$ cat src/rtl/ucsbece154a_datapath.sv
// ucsbece154a_datapath: multicycle RV32I datapath (PC/OldPC/IR/Data/A/B/ALUOut, 32x32 regfile, ALU, imm extender, muxes)
// Ports: clk, reset (async active-low); control word PCWrite_i, AdrSrc_i, IRWrite_i, RegWrite_i,
//        ALUSrcA_i, ALUSrcB_i, ResultSrc_i, ALUControl_i, ImmSrc_i; memory ReadData_i / Adr_o / WriteData_o;
//        decoded fields op_o, funct3_o, funct7_o and ALU zero flag zero_o back to the controller.
module ucsbece154a_datapath #(
    parameter int              XLEN     = 32,
    parameter logic [XLEN-1:0] RESET_PC = '0
) (
    input  logic            clk,
    input  logic            reset,
    input  logic            PCWrite_i,
    input  logic            AdrSrc_i,
    input  logic            IRWrite_i,
    input  logic            RegWrite_i,
    input  logic [1:0]      ALUSrcA_i,
    input  logic [1:0]      ALUSrcB_i,
    input  logic [1:0]      ResultSrc_i,
    input  logic [2:0]      ALUControl_i,
    input  logic [2:0]      ImmSrc_i,
    input  logic [XLEN-1:0] ReadData_i,
    output logic [XLEN-1:0] Adr_o,
    output logic [XLEN-1:0] WriteData_o,
    output logic [6:0]      op_o,
    output logic [2:0]      funct3_o,
    output logic            funct7_o,
    output logic            zero_o
);
    logic [XLEN-1:0] r_pc, r_oldpc, r_ir, r_data, r_a, r_b, r_aluout;
    logic [XLEN-1:0] r_rf [32];
    logic [XLEN-1:0] w_imm, w_srca, w_srcb, w_alu, w_result;
    always_comb begin
        w_imm = ImmSrc_i == 3'b000 ? {{20{r_ir[31]}}, r_ir[31:20]} :
                ImmSrc_i == 3'b001 ? {{20{r_ir[31]}}, r_ir[31:25], r_ir[11:7]} :
                ImmSrc_i == 3'b010 ? {{20{r_ir[31]}}, r_ir[7], r_ir[30:25], r_ir[11:8], 1'b0} :
                ImmSrc_i == 3'b011 ? {{12{r_ir[31]}}, r_ir[19:12], r_ir[20], r_ir[30:21], 1'b0} :
                ImmSrc_i == 3'b100 ? {r_ir[31:12], 12'b0} : '0;
        w_srca = ALUSrcA_i == 2'b00 ? r_pc : ALUSrcA_i == 2'b01 ? r_oldpc : ALUSrcA_i == 2'b10 ? r_a : '0;
        w_srcb = ALUSrcB_i == 2'b00 ? r_b : ALUSrcB_i == 2'b01 ? w_imm : ALUSrcB_i == 2'b10 ? XLEN'(4) : '0;
        // signed compare directly, so slt is immune to subtraction overflow
        w_alu = ALUControl_i == 3'b000 ? w_srca + w_srcb :
                ALUControl_i == 3'b001 ? w_srca - w_srcb :
                ALUControl_i == 3'b010 ? w_srca & w_srcb :
                ALUControl_i == 3'b011 ? w_srca | w_srcb :
                ALUControl_i == 3'b101 ? XLEN'($signed(w_srca) < $signed(w_srcb)) : '0;
        w_result = ResultSrc_i == 2'b00 ? r_aluout : ResultSrc_i == 2'b01 ? r_data :
                   ResultSrc_i == 2'b10 ? w_alu : w_imm;
    end
    assign Adr_o       = AdrSrc_i ? w_result : r_pc;
    assign WriteData_o = r_b;
    assign op_o        = r_ir[6:0];
    assign funct3_o    = r_ir[14:12];
    assign funct7_o    = r_ir[30];
    assign zero_o      = w_alu == '0;
    always_ff @(posedge clk or negedge reset) begin
        if (!reset) begin
            r_pc     <= RESET_PC;
            r_oldpc  <= '0;
            r_ir     <= '0;
            r_data   <= '0;
            r_a      <= '0;
            r_b      <= '0;
            r_aluout <= '0;
            for (int i = 0; i < 32; i++) r_rf[i] <= '0;
        end else begin
            r_data   <= ReadData_i;
            r_a      <= r_rf[r_ir[19:15]];
            r_b      <= r_rf[r_ir[24:20]];
            r_aluout <= w_alu;
            if (IRWrite_i) begin
                r_ir    <= ReadData_i;
                r_oldpc <= r_pc;
            end
            if (PCWrite_i) r_pc <= w_result;
            // x0 is never written, so it reads 0 without a read-side mux
            if (RegWrite_i && r_ir[11:7] != 5'd0) r_rf[r_ir[11:7]] <= w_result;
        end
    end
endmodule

$ cat config.mk
export PLATFORM = sky130hd
export DESIGN_NAME = ucsbece154a_datapath
export DESIGN_NICKNAME = d
export VERILOG_FILES = /design/src/rtl/ucsbece154a_datapath.sv
export SDC_FILE = /design/constraint.sdc
export NUM_CORES = 2
export LEC_CHECK = 0
export CORE_MARGIN = 1.5
export CORE_UTILIZATION = 57
export DETAILED_ROUTE_END_ITERATION = 10
export PLACE_DENSITY = 0.77
export REMOVE_ABC_BUFFERS = 1
export SLEW_MARGIN = 15
export SYNTH_ARGS = -nofsm -noshare
export SYNTH_HDL_FRONTEND = slang
export SYNTH_SLANG_ARGS = --single-unit
export TNS_END_PERCENT = 50
$ cat constraint.sdc
create_clock -name clk -period 6.72 [get_ports clk]
set_input_delay 1.344 -clock clk [delete_from_list [all_inputs] [get_ports clk]]
set_output_delay 1.344 -clock clk [all_outputs]
set_load 0.02 [all_outputs]
==> results_tabular.tex <==
\begin{tabular}{lr}
\hline
Metric & Value \\
\hline
\multicolumn{2}{l}{\textbf{STA}} \\
\quad Minimum period implied by the final worst setup slack & 7.26 ns \\
\quad Crit share post-route & 108\% \\
\quad Final Hold Violating Endpoints & 0 \\
\quad Clk\_skew & 0.0259 ns \\
\quad Max Slew Vio Count & 0 \\
\quad Headroom to the max-slew limit & 13.2\% \\
\quad Achievable frequency & 0.138 GHz \\
\quad RSZ-0062 raised after global routing & yes \\
\quad Min setup slack post-route & -0.543 ns \\
\quad Slew at the pin closest to its max-slew limit & 1.30 ns \\
\quad Final setup vio count & 22 \\
\quad Worst-case hold slack & 0.395 ns \\
\quad Setup TNS & -5.47 ns \\
\multicolumn{2}{l}{\textbf{Global routing}} \\
\quad Largest net degree at the start of global routing & 190 \\
\quad Global-route wire length before repair & 336,000 um \\
\quad Initial antenna violation count & 8 \\
\quad Met1 track demand over resource in global routing & 53.1\% \\
\quad Global-route usage over all layers & 38.7\% \\
\quad Most used routing layer in global routing & met2 \\
\quad Via count of the first global-routing pass & 53,100 \\
\quad Total congestion overflow & 0 \\
\quad Met3 routing resource usage after global routing & 11.4\% \\
\quad Met2 Track Usage GR & 56.9\% \\
\multicolumn{2}{l}{\textbf{Setup path}} \\
\quad Data arrival at the endpoint of the critical path & 5.92 ns \\
\quad Cells along the critical path & buf\_12, xnor2\_4, mux2i\_2, nor3\_1, a21oi\_1, nor2\_1, ha\_1, or2\_1, a2111o\_1, a2111oi\_4, buf\_4, buf\_6, buf\_6, o21ai\_1, a21oi\_1, o22ai\_2, or4\_4, nor3\_2, nand4b\_1, nor4\_2, buf\_4, nor4b\_4, buf\_4 \\
\quad Data required time at the worst endpoint & 5.38 ns \\
\quad Worst R2R Path Depth & 23 \\
\quad Maximum fanout along the worst path & 3 \\
\quad Setup slack of the most critical reg-to-reg path & 1.80 ns \\
\quad R2r startpoint & r\_ir[21] \\
\quad Kind of launch point of the worst setup path & primary input \\
\quad Critical path start-end classification & in2out \\
\quad Critical Path End Type & output port \\
\quad Worst path slowest cell & sky130\_fd\_sc\_hd\_\_or4\_4 \\
\quad Critical path's largest stage delay & 0.51 ns \\
\quad Cell mode on critical path & sky130\_fd\_sc\_hd\_\_buf\_4 \\
\quad Critical R2R Capture & r\_rf[895] \\
\multicolumn{2}{l}{\textbf{Floorplan}} \\
\quad Number of placed I/O pins & 126 \\
\quad Die boundary height & 344 um \\
\quad Width of the chip & 344 um \\
\quad Initial Util & 57.3\% \\
\quad Floorplan die area & 119,000 um2 \\
\quad Standard-cell row count & 125 \\
\quad Area inside the core boundary & 116,000 um2 \\
\multicolumn{2}{l}{\textbf{Finish}} \\
\quad Core occupancy in the finished layout & 67.3\% \\
\quad Count of non-filler cells in the finished layout & 7,783 \\
\quad Proportion of layout cells with a drive suffix above 1 & 30.1\% \\
\quad Growth of design area from synthesis to finish & 17.4\% \\
\quad Net count, final & 6,302 \\
\multicolumn{2}{l}{\textbf{Clock tree}} \\
\quad Number of sinks driven by the clock tree & 1,248 \\
\quad Insertion delay to the later sink of the worst-skew pair & 0.77 ns \\
\quad Clock tree from TritonCTS & done \\
\quad CTS HTree Levels & 4 \\
\quad TritonCTS Buffers & 132 \\
\quad Buffer type at the clock tree root & sky130\_fd\_sc\_hd\_\_clkbuf\_16 \\
\quad Clock slew at reported path FFs & 0.06 ns \\
\quad Post-cts hold buffer count & 0 \\
\quad Longest Clk Path Bufs & 3 \\
\multicolumn{2}{l}{\textbf{Worst hold path}} \\
\quad Endpoint of the worst hold-timing path & r\_rf[1020] \\
\quad Start point of the worst min-delay path & r\_rf[1020] \\
\quad Hold Path Cell Cnt & 0 \\
\quad Worst min path class & reg2reg \\
\multicolumn{2}{l}{\textbf{Outcome}} \\
\quad Outcome & complete, but fails checks \\
\quad Violated checks & setup timing \\
\multicolumn{2}{l}{\textbf{Routing}} \\
\quad DRC & 0 \\
\quad Drt via density & 6.77 \\
\quad Number of DRC markers in iteration 0 & 6,531 \\
\quad Router iterations before antenna repair & 6 \\
\quad Detail-routed net length per standard cell & 29.0 um \\
\quad Total length of routed wires & 226,000 um \\
\quad Count of vias placed by the detailed router & 52,700 \\
\quad DRT antenna net count & 0 \\
\multicolumn{2}{l}{\textbf{Placement}} \\
\quad Detailed placer's ending HPWL & 134,000 um \\
\quad Cells after DPL & 7,515 \\
\quad Global placer's final weighted congestion & 1.01 \\
\quad Total of buffers placed on input and output ports & 125 \\
\quad Minimum setup slack after placement & -1.76 ns \\
\multicolumn{2}{l}{\textbf{Yosys}} \\
\quad Per-instance average area after synthesis & 11.3 um2 \\
\quad Number of register bits inferred by synthesis & 1,248 \\
\quad Biggest area consumer among synthesized cells & sky130\_fd\_sc\_hd\_\_dfrtp\_1 \\
\quad Fraction of synthesized cell area taken by the top area cell type & 47.0\% \\
\quad Top cell types by occurrence after synthesis & 1,248 x sky130\_fd\_sc\_hd\_\_dfrtp\_1, 1,124 x sky130\_fd\_sc\_hd\_\_nand2\_1, 1,032 x sky130\_fd\_sc\_hd\_\_o21ai\_0 \\
\quad Part of the Yosys area used for sequential elements & 47.0\% \\
\quad Count of unique library cells instantiated by Yosys & 86 \\
\quad EDFF count, synth & 0 \\
\quad Synthesis Warnings & 0 \\
\quad Syn Std Cell Area & 66,400 um2 \\
\quad Number of cells produced by synthesis & 5,866 \\
\quad Area contributors post-synth & sky130\_fd\_sc\_hd\_\_dfrtp\_1 47\%, sky130\_fd\_sc\_hd\_\_mux4\_2 22\%, sky130\_fd\_sc\_hd\_\_o21ai\_0 7.8\% \\
\quad Cell with the most instances after synthesis & sky130\_fd\_sc\_hd\_\_dfrtp\_1 \\
\quad Post-synthesis async set-or-reset flop share & 100\% \\
\quad Most used DFF post-synth & sky130\_fd\_sc\_hd\_\_dfrtp\_1 \\
\multicolumn{2}{l}{\textbf{Power}} \\
\quad Leak Pwr & 34.6 nW \\
\quad Peak VDD IR & 0.260 mV \\
\quad Cell area power density & 357 nW/um2 \\
\multicolumn{2}{l}{\textbf{Run}} \\
\quad Max cap viols & 0 \\
\hline
\end{tabular}
-- worst max path at each step --
stage          depth (start not counted)         start   endpoint
4_1_cts                               23   ImmSrc_i[0]     zero_o
5_1_grt                               22  ALUSrcA_i[0]     zero_o
6_report                              23   ImmSrc_i[1]     zero_o
3_3_place_gp                          22   ImmSrc_i[1]  Adr_o[29]
3_5_place_dp                          22   ImmSrc_i[1]  Adr_o[29]
2_1_floorplan                         17      r_ir[20]  Adr_o[24]
-- metrics by stage --
step,power [mW],area (um2)
final,27.8,78000
after CTS,27.6,77700
after global routing,29.0,78000
after global placement,19.1,72300
after floorplan,16.3,64100
after detailed placement,19.6,72300
-- worst max-delay path: cells and delay by family --
kind | cells | cell delay, ns
fa+ha+maj | 1 | 0.28
compound gates | 6 | 1.26
mux | 1 | 0.26
xor+xnor | 1 | 0.25
buf+inv | 6 | 0.90
simple gates | 8 | 1.62
-- power breakdown --
part / internal (mW) / switching (mW) / total (mW)
clock: 4.57 / 3.16 / 7.73
combinational: 4.53 / 4.20 / 8.73
sequential: 9.59 / 1.75 / 11.3
total: 18.7 / 9.11 / 27.8
-- registers in the layout (all words and copies together) (netlist names) --
| name | cells |
|---|---|
| WriteData_o | 32 |
| r_pc | 32 |
| r_data | 32 |
| r_ir | 32 |
| r_a | 32 |
| r_aluout | 32 |
| r_oldpc | 32 |
| r_rf | 1024 |
-- repair_timing --
| item | in CTS | in global routing |
|---|---|---|
| gates cloned | 0 | 0 |
| endpoints found under the setup margin | 31 | 28 |
| setup buffers | 25 | 6 |
| gates resized for setup | 243 | 59 |
| pin swaps | 65 | 23 |
-- cells by family (layout without fill, tap and decap cells) --
| family | count (synthesis) | after routing | synth area share, % |
|---|---|---|---|
| xor gates and xnor gates | 20 | 20 | 0.264 |
| AOI/OAI and AO/OA | 1417 | 1417 | 11.6 |
| other | 0 | 3 | 0 |
| and+or+nand+nor | 1443 | 1443 | 8.78 |
| adders and majority gates | 98 | 98 | 1.87 |
| muxes | 922 | 922 | 26.3 |
| DFF | 1248 | 1248 | 47.0 |
| buffers and inverters | 718 | 1108 | 4.18 |
-- per-layer routing --
metal,up-vias,share of wire (%)
met4,6,5.7
met1,26700,38
met5,-,0.019
met2,3452,45
met3,742,12
li1,21800,-
-- cell usage in the layout, fill, tap and decap left out, types with 12 or more instances in the layout --
cell and instances:
sky130_fd_sc_hd__buf_4 601, sky130_fd_sc_hd__dfrtp_1 1238, sky130_fd_sc_hd__buf_6 27, sky130_fd_sc_hd__o21ai_0 1000
sky130_fd_sc_hd__nand2_1 1093, sky130_fd_sc_hd__a211oi_2 12, sky130_fd_sc_hd__bufinv_16 13, sky130_fd_sc_hd__clkdlybuf4s50_1 80
sky130_fd_sc_hd__ha_1 85, sky130_fd_sc_hd__clkinv_2 21, sky130_fd_sc_hd__mux2i_1 118, sky130_fd_sc_hd__clkbuf_1 23
sky130_fd_sc_hd__clkbuf_8 29, sky130_fd_sc_hd__xnor2_1 15, sky130_fd_sc_hd__buf_12 25, sky130_fd_sc_hd__clkbuf_16 137
sky130_fd_sc_hd__nand2b_1 17, sky130_fd_sc_hd__inv_1 125, sky130_fd_sc_hd__a21oi_2 28, sky130_fd_sc_hd__a211oi_1 21
sky130_fd_sc_hd__nor3_1 32, sky130_fd_sc_hd__a21oi_1 108, sky130_fd_sc_hd__mux2_2 148, sky130_fd_sc_hd__o21ai_1 64
sky130_fd_sc_hd__o211ai_1 18, sky130_fd_sc_hd__mux4_2 642, sky130_fd_sc_hd__nor2_1 153, sky130_fd_sc_hd__nor2b_1 23
sky130_fd_sc_hd__o21ai_2 23, sky130_fd_sc_hd__nand2_4 31
-- cell type report --
cell class              instances  area, um2
diodes                          3       7.51
clock buffers                 189       3910
clock inverters                47        643
fillers                      8097      37900
inverters                     128        480
multi-input cells            3900      33600
flip-flops and latches       1248      31300
well taps                    1524       1910
repair buffers                744       6190
Power figures use the tool's default switching activity.
